--- src/rtl/usb_tx_controller.sv ---
// USB transmit packet sequencer.
// Presents SYNC, PID, payload and the CRC16 trailer one byte at a time to the
// NRZI/bit-stuff encoder, then requests EOP. A FIFO underflow mid-payload
// truncates the packet with an EOP so the host discards it on a bad CRC.
module usb_tx_controller #(
    parameter logic [7:0] SYNC_BYTE = 8'h80,
    parameter int         MAX_LEN   = 64
) (
    input  logic       clk,
    input  logic       n_rst,
    input  logic       tx_start,
    input  logic [3:0] tx_pid,
    input  logic [6:0] tx_len,
    input  logic       fifo_empty,
    input  logic [7:0] fifo_rdata,
    output logic       fifo_read,
    output logic [7:0] tx_byte,
    output logic       byte_valid,
    input  logic       byte_taken,
    output logic       send_eop,
    input  logic       eop_done,
    output logic       tx_busy,
    output logic       tx_done,
    output logic       tx_error
);

    localparam logic [6:0] LEN_MAX = 7'(MAX_LEN);

    typedef enum logic [3:0] {
        S_IDLE, S_SYNC, S_PID, S_FETCH, S_LOAD,
        S_DATA, S_CRC_LO, S_CRC_HI, S_EOP, S_ABORT
    } state_t;

    state_t      r_state, w_next;
    logic [3:0]  r_pid;
    logic [6:0]  r_cnt;
    logic [15:0] r_crc;
    logic [7:0]  r_data;

    logic        w_is_data;
    logic        w_start_data;
    logic [6:0]  w_len_clamp;
    logic [15:0] w_crc_next;

    // One byte of reflected CRC16 (poly 0xA001), LSB first.
    function automatic logic [15:0] crc16_byte(input logic [15:0] c, input logic [7:0] d);
        logic [15:0] v;
        v = c;
        for (int i = 0; i < 8; i++) begin
            if (v[0] ^ d[i]) v = (v >> 1) ^ 16'hA001;
            else             v = v >> 1;
        end
        return v;
    endfunction

    assign w_is_data    = (r_pid[1:0] == 2'b11);
    assign w_start_data = (tx_pid[1:0] == 2'b11);
    assign w_len_clamp  = (tx_len > LEN_MAX) ? LEN_MAX : tx_len;
    assign w_crc_next   = crc16_byte(r_crc, r_data);

    // State register; async reset drops the sequencer straight back to IDLE.
    always_ff @(posedge clk or negedge n_rst) begin
        if (!n_rst) r_state <= S_IDLE;
        else        r_state <= w_next;
    end

    // Packet context: latched PID, remaining count, running CRC, payload byte.
    always_ff @(posedge clk or negedge n_rst) begin
        if (!n_rst) begin
            r_pid  <= '0;
            r_cnt  <= '0;
            r_crc  <= 16'hFFFF;
            r_data <= '0;
        end else begin
            case (r_state)
                S_IDLE: if (tx_start) begin
                    r_pid <= tx_pid;
                    // Tokens and handshakes carry no payload whatever tx_len says.
                    r_cnt <= w_start_data ? w_len_clamp : 7'd0;
                    r_crc <= 16'hFFFF;
                end
                S_LOAD: r_data <= fifo_rdata;
                S_DATA: if (byte_taken) begin
                    r_crc <= w_crc_next;
                    r_cnt <= r_cnt - 7'd1;
                end
                default: ;
            endcase
        end
    end

    // Next-state and output decode; byte outputs are pure functions of state
    // and registered context, so they stay stable until byte_taken.
    always_comb begin
        w_next     = r_state;
        fifo_read  = 1'b0;
        tx_byte    = 8'h00;
        byte_valid = 1'b0;
        send_eop   = 1'b0;
        tx_busy    = (r_state != S_IDLE);
        tx_done    = 1'b0;
        tx_error   = 1'b0;
        case (r_state)
            S_IDLE: if (tx_start) w_next = S_SYNC;
            S_SYNC: begin
                tx_byte    = SYNC_BYTE;
                byte_valid = 1'b1;
                if (byte_taken) w_next = S_PID;
            end
            S_PID: begin
                tx_byte    = {~r_pid, r_pid};
                byte_valid = 1'b1;
                if (byte_taken) begin
                    if (!w_is_data)         w_next = S_EOP;
                    else if (r_cnt == 7'd0) w_next = S_CRC_LO;
                    else                    w_next = S_FETCH;
                end
            end
            S_FETCH: begin
                if (fifo_empty) begin
                    tx_error = 1'b1;
                    w_next   = S_ABORT;
                end else begin
                    fifo_read = 1'b1;
                    w_next    = S_LOAD;
                end
            end
            S_LOAD: w_next = S_DATA;
            S_DATA: begin
                tx_byte    = r_data;
                byte_valid = 1'b1;
                if (byte_taken) w_next = (r_cnt == 7'd1) ? S_CRC_LO : S_FETCH;
            end
            S_CRC_LO: begin
                tx_byte    = ~r_crc[7:0];
                byte_valid = 1'b1;
                if (byte_taken) w_next = S_CRC_HI;
            end
            S_CRC_HI: begin
                tx_byte    = ~r_crc[15:8];
                byte_valid = 1'b1;
                if (byte_taken) w_next = S_EOP;
            end
            S_EOP: begin
                send_eop = 1'b1;
                if (eop_done) begin
                    tx_done = 1'b1;
                    w_next  = S_IDLE;
                end
            end
            S_ABORT: begin
                send_eop = 1'b1;
                if (eop_done) w_next = S_IDLE;
            end
            default: w_next = S_IDLE;
        endcase
    end

endmodule

--- config.mk ---
export PLATFORM = sky130hd
export DESIGN_NAME = usb_tx_controller
export DESIGN_NICKNAME = d
export VERILOG_FILES = /design/src/rtl/usb_tx_controller.sv
export SDC_FILE = /design/constraint.sdc
export NUM_CORES = 1
export LEC_CHECK = 0
export ABC_CLOCK_PERIOD_IN_PS = 4800
export BUFFER_PORTS_ARGS = -buffer_cell sky130_fd_sc_hd__buf_2
export CORE_ASPECT_RATIO = 1.75
export CORE_MARGIN = 5
export CORE_UTILIZATION = 45
export CTS_CLUSTER_DIAMETER = 120
export CTS_CLUSTER_SIZE = 16
export DETAILED_ROUTE_END_ITERATION = 7
export GPL_ROUTABILITY_DRIVEN = 0
export GPL_TIMING_DRIVEN = 0
export PLACE_DENSITY = 0.66
export SETUP_SLACK_MARGIN = 0.2
export SLEW_MARGIN = 40
export SYNTH_ARGS = -nofsm -noshare
export SYNTH_HDL_FRONTEND = slang
export SYNTH_SLANG_ARGS = --single-unit
--- constraint.sdc ---
create_clock -name clk -period 4.8 [get_ports clk]
set_input_delay 0.48 -clock clk [delete_from_list [all_inputs] [get_ports clk]]
set_output_delay 0.48 -clock clk [all_outputs]
set_load 0.02 [all_outputs]
---- Word level (Yosys, flattened, before mapping) ----
Cells that the tools add are included.
operators by class
  shift-type cells ........................ 0
  $lt $le $gt $ge ......................... 1
  eq/ne operators ......................... 19
  reduce and logical (&&, ||, !) cells .... 9
  bitwise gates (word level) .............. 19
  $add $sub $neg .......................... 1
  div/mod/pow operators ................... 0
  multipliers ............................. 0
  muxes and demuxes ....................... 37
operator list
  kind                                                  count
  2-to-1 mux 16 bit                                     10
  one-hot mux 8 bit (5 select lines)                    1
  2-to-1 mux 4 bit                                      9
  one-hot mux 4 bit (9 select lines)                    1
  one-hot mux 16 bit (2 select lines)                   1
  2-to-1 mux 7 bit                                      4
  inverter 2 -> 3 bit                                   8
  == test 4 x 3 -> 1 bit, second input constant         4
  inverter 8 bit                                        2
  one-hot mux 7 bit (2 select lines)                    1
  != test 2 bit, second input constant                  6
  == test 4 x 2 -> 1 bit, second input constant         2
  == test 4 bit, second input constant                  2
  2-to-1 mux 1 bit                                      8
  bitwise XOR 1 bit                                     8
  == test 7 x 1 -> 1 bit, second input constant         1
  greater-than comparator 7 bit, second input constant  1
  logical NOT 7 bit                                     1
  AND reduction 7 bit                                   1
  subtractor 7 x 1 -> 7 bit, second input constant      1
  2-to-1 mux 3 bit                                      2
  OR reduction 5 bit                                    1
  == test 2 bit, second input constant                  2
  == test 4 x 1 -> 1 bit, second input constant         1
  other kinds (8)                                       8
word-level totals
  bits in read-only memories .............. 0
  register bits after elaboration ......... 39
  input bits .............................. 25
  logic and storage cells ................. 91
  bits in latches ......................... 0
  bits in writable memories ............... 0
  memories kept ........................... 0

---- Depth between registers and ports, before layout ----
  word-level depth ........................ 18
  gate-level depth with buffers ........... 7

---- Worst setup path before layout ----
No wires, ideal clock.
  kind .................................... register to output
  start point ............................. reg r_state[1]
  end point ............................... out tx_byte[7]
  stages on the path, launching flop included .. 7
  path slack .............................. 2679 ps
  path buffers ............................ 2
  arrival ................................. 1641 ps
  cells stage by stage .................... dfrtp_1 clkbuf_1 clkbuf_1 nor2_1 a21oi_1 a21oi_1 a211oi_1
between the ends
  word-level cells in the longest chain between the ends .. 2
  elaborated cells between the ends (all ways) .. 6
  classes of those cells .................. eq/ne (5); mux (1)
ends and longest elaborated chain
  element                                         line  source
  start, declared                                 34    state_t r_state, w_next;
  start signal, assigned                          64    else r_state <= w_next;
  == test 4 x 3 -> 1 bit (tied with other cells)  103   case (r_state)
  one-hot mux 8 bit (5 select lines) (*)          103
  end, declared                                   17    output logic [7:0] tx_byte,
Mark *: on every way between the ends. The rest lies on a longest branch, timed or not.

---- Worst setup path in the final report ----
  start point ............................. reg r_state[0]
  end point ............................... out tx_byte[7]
The elaborated chain is that of the path after synthesis.

==> qor.csv <==
metric,value,unit
dr_total_vias,2045,
p_switching,0.8824,mW
combPwrFrac,56.5,%
cts.sinks,39,
grt_pass1_wl,10070,um
power_leakage,1.112,nW
power_switching_share,42.03,%
start_util,46.68,%
place.detailed.hpwl,4516,um
clk_pin_slew,0.09,ns
ir_drop,0.5587,mV
clkPwrFrac,13.8,%
status,"complete, no violations",
maxSlewViolCount,0,
drt_first_pass_iters,4,
post_synth.cell_area_avg,9.294,um2
cts.path.max_buffers,2,
cts_tree,done,
async_flop_share,100.0,%
synth-seq-cells,39,
area_growth,16.53,%
drc_errors,0,
post-route-period-util,52.93,%
rsz0062_at_grt,false,
track_usage,18.66,%
hold_violations,0,
crit_type,flop to output pin,
cp.required,4.32,ns
drt-wirelength-per-cell,17.33,um
wl,6064,um
p_int,1.217,mW
worstSetupStartpointType,flop,
n_antenna_cell,0,
via_per_inst,5.843,
drt_iter0_drc,84,
synthFlopType,dfrtp_1,
yosys_warnings,0,
reg2reg_setup_slack,2.66,ns
period_needed,2.541,ns
io_buffers,38,
worstHoldPathType,primary input to async pin,
htreeDepth,2,
drive_gt1_share,28.38,%
crit_fanout,10,
cts_root_buf,clkbuf_8,
synth_edf_count,0,
antenna_left,0,
rows,34,
netlist_instances,250,
post_cts.repair.setup_buffers,0,
post_cts_resized,0,
critPathArrivalTime,2.06,ns
cts_buffers,5,
ios,39,
finish.utilization,54.40,%
endpoint_kind,output pin,
hold_buffers,0,
die_h,105.1,um
relSlewSlack,62.58,%
die_w,64.32,um
worstSkewPairLatency,0.30,ns
drv_cap,0,
core,0.004977,mm2
antenna_found_initial,0,
syn_area,0.002323,mm2
powerDensity,775.4,mW/mm2
syn_nets,277,
fmax,393.6,MHz
worst_slew_pin_slew,0.5612,ns
tns,0,ns
dieArea,0.006757,mm2
fin_nets,322,
yosysSeqAreaShare,42.86,%
grt_max_degree,40,
synth_cell_type_count,45,
final-setup-viol-count,0,
fin_skew,0.008674,ns
seqPwrFrac,29.6,%
grt_pass1_vias,2056,
fillCellCount,502,
overflow,0,
[per-layer routing]
metal,wire length [um],share of wire (%),up-vias,GRT usage (%)
met3,283,4.7,11,3.545
met2,3299,54,51,31.70
li1,-,-,984,-
met1,2350,39,999,22.55
met4,131,2.2,0,7.715
met5,0,0,-,0
[power by group through the flow]
stage	combinational (mW)	sequential, mW	clock [mW]
after floorplan	0.948	0.583	0
after global placement	1.17	0.621	0
after detailed placement	1.18	0.626	0
after CTS	1.19	0.619	0.295
after global routing	1.31	0.641	0.310
final	1.19	0.622	0.291
[worst max-delay path: stages, from the launching register on]
cell and delay, ns:
dfrtp_1 0.37, buf_2 0.22, nor2b_1 0.15, clkbuf_1 0.44, nor3_1 0.13, a211oi_1 0.24, buf_2 0.20
[area by class of cell]
class	count	area (um2)	area share, %
clock inverters	2	35.03	1.294
clock buffers	6	82.58	3.050
repair buffers	38	192.7	7.116
inverters	5	18.77	0.6932
plain buffers	14	53.80	1.987
well taps	54	67.56	2.495
flip-flops and latches	39	996.0	36.78
multi-input cells	192	1261	46.58
[cells in the mapped netlist (2+ instances only)]
| cell type | number | area (um2) |
|---|---|---|
| a211oi_1 | 2 | 15.01 |
| a21oi_1 | 27 | 135.1 |
| a22oi_1 | 2 | 15.01 |
| and2_1 | 3 | 18.77 |
| buf_1 | 2 | 7.510 |
| clkbuf_1 | 11 | 41.29 |
| dfrtp_1 | 23 | 575.6 |
| dfstp_2 | 16 | 420.4 |
| ha_1 | 2 | 25.02 |
| inv_1 | 5 | 18.77 |
| mux2_2 | 12 | 135.1 |
| nand2_1 | 16 | 60.06 |
| nand2b_1 | 5 | 31.28 |
| nand3_1 | 3 | 15.01 |
| nor2_1 | 35 | 131.4 |
| nor2b_1 | 3 | 18.77 |
| nor3_1 | 8 | 40.04 |
| nor4_1 | 2 | 12.51 |
| o211ai_1 | 3 | 22.52 |
| o21ai_0 | 12 | 60.06 |
| o22a_1 | 10 | 87.58 |
| o22a_2 | 2 | 20.02 |
| o22ai_1 | 7 | 43.79 |
| or2_2 | 2 | 12.51 |
| xnor2_1 | 13 | 113.9 |
| xor2_1 | 5 | 43.79 |
[sequential cells by signal, summed over array words and instances, names as in the netlist]
signal	count
r_pid	4
r_cnt	7
r_state	4
r_data	8
r_crc	16
[layout by cell type (no fill, tap or decap), types with 3 or more instances in the layout]
| master | count |
|---|---|
| buf_2 | 38 |
| nor2_1 | 35 |
| a21oi_1 | 27 |
| dfrtp_1 | 23 |
| nand2_1 | 16 |
| dfstp_2 | 16 |
| xnor2_1 | 13 |
| o21ai_0 | 12 |
| mux2_2 | 12 |
| clkbuf_1 | 11 |
| o22a_1 | 10 |
| nor3_1 | 8 |
| o22ai_1 | 7 |
| clkbuf_8 | 6 |
| nand2b_1 | 5 |
| inv_1 | 5 |
| xor2_1 | 5 |
| nor2b_1 | 3 |
| nand3_1 | 3 |
| o211ai_1 | 3 |
| and2_1 | 3 |
[final timing paths]
path                                         from                     to  depth (start not counted)
setup / recovery           r_state[0]$_DFFE_PN0P_             tx_byte[7]                          6
hold / removal                              n_rst  r_data[2]$_DFFE_PN0P_                          1
min in group clk                        tx_len[1]   r_cnt[1]$_DFFE_PN0P_                          3
max in group asynchronous                   n_rst  r_crc[14]$_DFFE_PN1P_                          1
setup reg to reg           r_state[1]$_DFFE_PN0P_   r_cnt[4]$_DFFE_PN0P_                          7
hold reg to reg              r_crc[7]$_DFFE_PN1P_   r_crc[7]$_DFFE_PN1P_                          2
[metrics by stage]
| step | worst slack [ns] | instance area (um2) | power [mW] | hold WS, ns | cells |
|---|---|---|---|---|---|
| 6_report | 2.259 | 2708 | 2.100 | 0.1437 | 350 |
| 5_1_grt | 2.072 | 2708 | 2.262 | 0.1753 | 350 |
| 4_1_cts | 2.282 | 2701 | 2.104 | 0.1658 | 350 |
| 3_5_place_dp | 2.555 | 2584 | 1.808 | 0.4851 | 342 |
| 3_3_place_gp | 2.563 | 2581 | 1.789 | 0.5028 | 342 |
| 2_1_floorplan | 2.679 | 2323 | 1.532 | 0.1844 | 250 |
[cells by family after synthesis]
logic type	Yosys count	synth area share [%]
mux	12	5.816
flops	39	42.86
simple gates	84	17.18
compound gates	72	19.76
xor+xnor	22	10.18
fa+ha+maj	2	1.077
buf+inv	19	3.123
No activity file was read; power rests on OpenSTA's default activity.
